==> config.mk <==
export PLATFORM = sky130hd
export DESIGN_NAME = sc_adder_chain_ctrl
export DESIGN_NICKNAME = d
export VERILOG_FILES = /design/src/rtl/sc_adder_chain_ctrl.sv
export SDC_FILE = /design/constraint.sdc
export NUM_CORES = 1
export LEC_CHECK = 0
export CORE_MARGIN = 2
export CORE_UTILIZATION = 40
export DETAILED_ROUTE_END_ITERATION = 10
export PLACE_DENSITY_LB_ADDON = 0.08
export SLEW_MARGIN = 25
export SYNTH_ARGS = -nofsm -noshare
export SYNTH_HDL_FRONTEND = slang
export SYNTH_SLANG_ARGS = --single-unit
export TNS_END_PERCENT = 1
==> constraint.sdc <==
create_clock -name clk -period 3 [get_ports clk]
set_input_delay 0.45 -clock clk [delete_from_list [all_inputs] [get_ports clk]]
set_output_delay 0.45 -clock clk [all_outputs]
set_load 0.01 [all_outputs]
==> src/rtl/sc_adder_chain_ctrl.sv <==
// Sequencing controller for an N-input stochastic adder chain.
// Loads the operand SNGs, streams for L cycles, and keeps the select
// generators running through the chain's N-2 cycle alignment latency.
// It counts 1s on the chain output inside the L-cycle valid window
// and reports the count with a start/busy/done handshake.
module sc_adder_chain_ctrl #(
  parameter int N     = 4,
  parameter int LEN_W = 10
) (
  input  logic             clk,
  input  logic             rst,
  input  logic             start,
  input  logic             abort,
  input  logic [LEN_W-1:0] stream_len,
  input  logic             sum_in,
  output logic             sng_load,
  output logic             sng_en,
  output logic             sel_en,
  output logic             busy,
  output logic             done,
  output logic [LEN_W-1:0] result
);

  // One cycle counter runs across STREAM and DRAIN, so it must hold L+N-3.
  localparam int CNT_W = LEN_W + $clog2(N) + 1;
  localparam logic [CNT_W-1:0] LAT = CNT_W'(N - 2);
  localparam bit NO_DRAIN = (N == 2);

  typedef enum logic [2:0] {IDLE, LOAD, STREAM, DRAIN, DONE} state_t;

  state_t             state_reg, state_next;
  logic [LEN_W-1:0]   len_q;
  logic [LEN_W-1:0]   ones_reg;
  logic [LEN_W-1:0]   result_reg;
  logic [CNT_W-1:0]   cyc_reg;
  logic [CNT_W-1:0]   len_ext;
  logic               stream_last;
  logic               drain_last;
  logic               win_open;
  logic               count_en;
  logic               accept;

  assign len_ext     = CNT_W'(len_q);
  assign stream_last = (cyc_reg + CNT_W'(1)) == len_ext;
  assign drain_last  = (cyc_reg + CNT_W'(1)) == (len_ext + LAT);
  assign accept      = (state_reg == IDLE) && start && !abort;

  // The window opens once the first operand bits have propagated through
  // the chain (N-2 cycles into STREAM); with N==2 there is no latency.
  generate
    if (N == 2) begin : g_no_lat
      assign win_open = 1'b1;
    end else begin : g_lat
      assign win_open = (cyc_reg >= LAT);
    end
  endgenerate

  assign count_en = ((state_reg == STREAM) || (state_reg == DRAIN)) && win_open && sum_in;

  // The result is already valid in the DONE cycle, before it is latched.
  assign result = (state_reg == DONE) ? ones_reg : result_reg;

  // State register.
  always_ff @(posedge clk) begin
    if (rst) begin
      state_reg <= IDLE;
    end else begin
      state_reg <= state_next;
    end
  end

  // Next-state logic and Moore outputs; abort wins over every other exit.
  always_comb begin
    state_next = state_reg;
    sng_load   = 1'b0;
    sng_en     = 1'b0;
    sel_en     = 1'b0;
    busy       = 1'b0;
    done       = 1'b0;
    case (state_reg)
      IDLE: begin
        if (start && !abort) state_next = LOAD;
      end
      LOAD: begin
        sng_load = 1'b1;
        busy     = 1'b1;
        if (abort)             state_next = IDLE;
        else if (len_q == '0)  state_next = DONE;
        else                   state_next = STREAM;
      end
      STREAM: begin
        sng_en = 1'b1;
        sel_en = 1'b1;
        busy   = 1'b1;
        if (abort)            state_next = IDLE;
        else if (stream_last) state_next = NO_DRAIN ? DONE : DRAIN;
      end
      DRAIN: begin
        sel_en = 1'b1;
        busy   = 1'b1;
        if (abort)           state_next = IDLE;
        else if (drain_last) state_next = DONE;
      end
      DONE: begin
        done       = 1'b1;
        state_next = IDLE;
      end
      default: state_next = IDLE;
    endcase
  end

  // Operand capture, cycle/ones counters and result latch.
  always_ff @(posedge clk) begin
    if (rst) begin
      len_q      <= '0;
      cyc_reg    <= '0;
      ones_reg   <= '0;
      result_reg <= '0;
    end else begin
      if (accept) len_q <= stream_len;

      if (state_reg == LOAD) begin
        cyc_reg  <= '0;
        ones_reg <= '0;
      end else begin
        if ((state_reg == STREAM) || (state_reg == DRAIN)) cyc_reg <= cyc_reg + CNT_W'(1);
        if (count_en) ones_reg <= ones_reg + LEN_W'(1);
      end

      if (state_reg == DONE) result_reg <= ones_reg;
    end
  end

endmodule

Word level (Yosys, flattened, before mapping)
Index checks and enable logic that the tools add are counted.
{ "totals": {"romBits": 0, "memories": 0, "latchBits": 0, "wordCells": 45, "ramBits": 0, "in_bits": 15, "ff_bits": 46} }
{ "classes": {"shifts": 0, "reduce_logical": 13, "mux": 14, "n_lt_le_gt_ge": 1, "div": 0, "mul": 0, "eq_ne": 9, "n_bitwise": 0, "n_addsub": 3} }
{ "ops": {"columns": ["cell", "count"], "rows": [
  ["$mux 3", 7],
  ["$add 13x1->13 const B", 1],
  ["$eq 13x10->1", 1],
  ["$eq 13x11->1", 1],
  ["$ge 13x2->1 const B", 1],
  ["$pmux 3 s4", 1],
  ["$add 10x2->11 const B", 1],
  ["$add 10x1->10 const B", 1],
  ["$logic_not 10->1", 1],
  ["$mux 10", 1],
  ["$eq 3x2->1 const B", 2],
  ["$ne 3x3->1 const B", 2],
  ["$logic_and 1x1->1", 5],
  ["$mux 1", 5],
  ["$reduce_or 2->1", 2],
  ["$eq 3x1->1 const B", 1],
  ["$eq 3x3->1 const B", 1],
  ["$logic_not 3->1", 1],
  ["$reduce_and 3->1", 1],
  ["$reduce_or 3->1", 1],
  ["$ne 2x1->1 const B", 1],
  ["$logic_not 1->1", 1],
  ["$logic_or 1x1->1", 1]
]} }

Depth between registers and ports, before layout
{ "logic_depth": {"depth_word": 5, "depth_mapped": 10} }

Worst setup path before layout
No wires, ideal clock.
{ "synth_path": {"kind": "register to register", "from": "reg cyc_reg[1]", "to": "reg state_reg[2]", "path_buffers": 1, "slack_ns": 0.698, "arrival_ns": 2.215, "t_required_ns": 2.913, "path_stages_with_launch": 10, "path_cell_list": "dfxtp_1 -> ha_1 -> buf_4 -> and4_1 -> a21boi_1 -> a211o_1 -> a2111oi_2 -> a211oi_1 -> o31a_1 -> nor4b_2"} }
{ "synth_via": {"elab_chain_len": 4, "word_cells_on_any_way": 6, "classes_between": "add/sub: 1; eq/ne: 4; reduce/logical: 1"} }
{ "synth_rtl": {"columns": ["item", "line", "source"], "rows": [
  ["from (decl)", "35", "logic [CNT_W-1:0] cyc_reg;"],
  ["from (signal assigned)", "126", "if ((state_reg == STREAM) || (state_reg == DRAIN)) cyc_reg <= cyc_reg + CNT_W'(1);"],
  ["$add 13x1->13 *", "44, 45", null],
  ["$eq 13x11->1 or $eq 13x10->1 (tied branches)", "45, 44", null],
  ["$ne 3x3->1 (no line)", null, null],
  ["$reduce_and 3->1 (no line) *", null, null],
  ["to (signal assigned)", "68", "state_reg <= state_next;"],
  ["to (decl)", "31", "state_t state_reg, state_next;"]
]} }
Every way passes the cells marked *; elsewhere a longest branch is shown, timed or not.
A chain may end at the register's enable or synchronous reset.

Worst setup path after layout
{ "layout_path": {"from": "reg state_reg[1]", "to": "out result[3]"} }
{ "layout_via": {"elab_chain_len": 2} }
{ "layout_rtl": {"columns": ["item", "line", "source"], "rows": [
  ["$eq 3x3->1", "61", "assign result = (state_reg == DONE) ? ones_reg : result_reg;"],
  ["$mux 10", null, null],
  ["to (decl)", "21", "output logic [LEN_W-1:0] result"]
]} }
No other way between the ends.

==> reports/summary.txt <==
R2R Path End -> state_reg[2]
RSZ-0062 raised after global routing -> false
Die H -> 88.62 um
Sw Share -> 0.2735
placed cell areas -> 3181 sq um
share of the clock period used by the worst path -> 0.9025
DRT Pass-1 Iters -> 4
IO Count -> 30
Clock Tree Root -> clkbuf_8
Post-CTS Setup Inserts -> 0
total grt overflow -> 0
post-synthesis sequential area ratio -> 0.3215
Crit-path slowest cell -> clkdlybuf4s50_1
MaxCap Viol Count -> 0
post-synthesis xor/xnor area fraction -> 0.1547
Fmax -> 0.3693 GHz
Slew headroom -> 0.6537
Final Hold Vio Count -> 0
pwr/cell area -> 362.3 nW/um^2
share of flip-flops with an asynchronous set or reset -> 0
Die W -> 88.62 um
max reg flops -> 13
post-synth cell types -> 53
Worst Tran Pin Value -> 0.5187 ns
Synth Flop Type -> dfxtp_1
Final Util -> 0.4767
nets -> 357
Initial Util -> 0.4169
Clk network pwr share -> 0.342
CP startpoint kind -> flop
Worst Hold End -> ones_reg[9]
CP max FO -> 11
commonest cells after routing, fill and taps aside -> 46 x dfxtp_1, 40 x nor2_1, 29 x clkdlybuf4s50_1
#FFs+latches synth -> 46
min-delay worst type -> reg -> reg
Post-CTS Resized -> 0
switching component of the power -> 324.4 uW
All-Layer GR Usage -> 0.1755
CTS tree -> yes
Worst-path clk slew -> 0.09 ns
Seq pwr share -> 0.539
later-pin clock latency in the skew report -> 0.30 ns
DR WL/cell -> 14.09 um
main combinational cell family by area after synthesis -> simple AND/OR/NAND/NOR gates
Slew Limit Fails -> 0
Syn Nets -> 340
Clock Tree Buf Depth -> 2
Finished Cell Area -> 3274 sq um
IO buf count -> 29
status -> completed
Cell Chain, Critical Path -> nor2_1 > and2_1 > mux2_2 > clkdlybuf4s50_1
Residual DRC -> 0
Fin Clk Skew -> 0.007345 ns
Non-Filler Instances -> 435
R2R cell count -> 8
num rows -> 30
YS warnings -> 0
critical path type -> reg -> out
hold path start -> ones_reg[9]
Placer Congestion -> 0.8742
final setup violating endpoints -> 0
H-tree levels -> 2
Num CTS Buffers -> 5
final WL -> 6127 um
Static Leakage -> 1.186 nW
Setup TNS -> 0 ns
ratio of cells with drive above 1 in the final layout -> 0.1150
Crit. End Element -> output port
synth-to-layout area growth -> 14.33%
pin count of the biggest net entering global routing -> 24
fin crit period -> 2.707 ns
FF-to-FF setup slack -> 0.48 ns
Worst path max stage delay -> 0.48 ns
DP HPWL -> 4580 um
Compound-Gate Fraction of Synth Area -> 0.07645
Synth Area in Simple Gates -> 0.2853
VDD IR-drop max -> 0.1653 mV
Synth Area in Adders -> 0.01747
ANT cells -> 0
Mapped Cells -> 321
hold depth -> 2
Synth Area per Inst -> 8.922 sq um
combinational share of power -> 0.119
cell-internal power -> 861.9 uW
clock sinks -> 46
share of synthesized area spent on multiplexers -> 0.08869
leading cell type in the layout, fill and taps excluded -> dfxtp_1
Via density -> 5.172
global-route wire length before repair -> 10,790 um
number of global-route vias before repair -> 2,217
Core ar. -> 6869 sq um
EDFF count, synth -> 0
Critical Path AT -> 2.26 ns
worst r2r src -> cyc_reg[0]
CTS Hold Buffers Added -> 0
Antenna Violating Nets Remaining -> 0
Synth Cell Area -> 2864 sq um
initial antenna violation count -> 0
dpl cells -> 427
DR vias -> 2,250
Worst Path Required -> 2.55 ns
full die area -> 7853 sq um
First DRT Iteration DRCs -> 128
worst max-delay path by stage:
stage,from,endpoint,depth (start not counted)
3_5_place_dp,abort,state_reg[0],7
4_1_cts,state_reg[1],result[3],4
5_1_grt,state_reg[1],result[5],4
3_3_place_gp,abort,state_reg[0],7
6_report,state_reg[1],result[3],4
2_1_floorplan,cyc_reg[1],state_reg[2],9
final cells by class:
cell class / count / area, sq um
clock buffer: 5 / 68.82
fill: 684 / 3595
inverter: 6 / 22.52
sequential: 46 / 920.9
tap: 96 / 120.1
clock inverter: 3 / 25.02
timing repair buffer: 34 / 327.8
multi-input combinational: 245 / 1789
critical path: cells and delay by family (launching register included):
kind,cells,cell delay (ns)
and+or+nand+nor,2,0.67
buffers and inverters,1,0.48
DFF,1,0.40
muxes,1,0.40
metal layers:
metal | part of all wire | routed length [um] | vias up | global-route usage
met5 | 0 | 0 | - | 0
met1 | 0.49 | 3024 | 1047 | 0.2364
met4 | 0.018 | 109 | 0 | 0.05785
met2 | 0.46 | 2836 | 38 | 0.2864
li1 | - | - | 1156 | -
met3 | 0.026 | 157 | 9 | 0.02985
through the flow:
stage               power, mW  hold WS (ns)  worst slack [ns]
finish                  1.186        0.5243            0.2925
floorplan              0.7456        0.4736            0.6980
global route            1.245        0.5765            0.1315
global placement       0.7956        0.5000            0.4954
detailed placement     0.7947        0.5072            0.4180
CTS                     1.207        0.5301            0.2349
cell usage after synthesis (all sizes together) (9+ instances only):
master / number / area, sq um
clkbuf: 11 / 41.29
nor3: 16 / 85.08
mux2: 11 / 123.9
xnor2: 14 / 122.6
xor2: 21 / 183.9
buf: 13 / 96.33
mux2i: 13 / 130.1
nand2: 15 / 56.30
nor2b: 13 / 81.33
nor2: 42 / 162.6
nand4: 13 / 96.34
nand3: 13 / 77.58
a21oi: 9 / 45.04
dfxtp: 46 / 920.9
cells by family (layout without fill, tap and decap cells):
| group | Yosys count | count (layout) |
|---|---|---|
| buf+inv | 30 | 48 |
| mux | 24 | 24 |
| xor+xnor | 41 | 41 |
| compound gates | 30 | 30 |
| flops | 46 | 46 |
| simple gates | 146 | 146 |
| fa+ha+maj | 4 | 4 |
power groups by stage:
stage	Combinational, mW	Sequential, mW	Clock (mW)
after detailed placement	0.141	0.653	0
after floorplan	0.106	0.639	0
after CTS	0.142	0.639	0.425
after global placement	0.142	0.654	0
after global routing	0.156	0.642	0.447
final	0.141	0.640	0.406
Note: power is estimated with default switching activity, not from simulation.
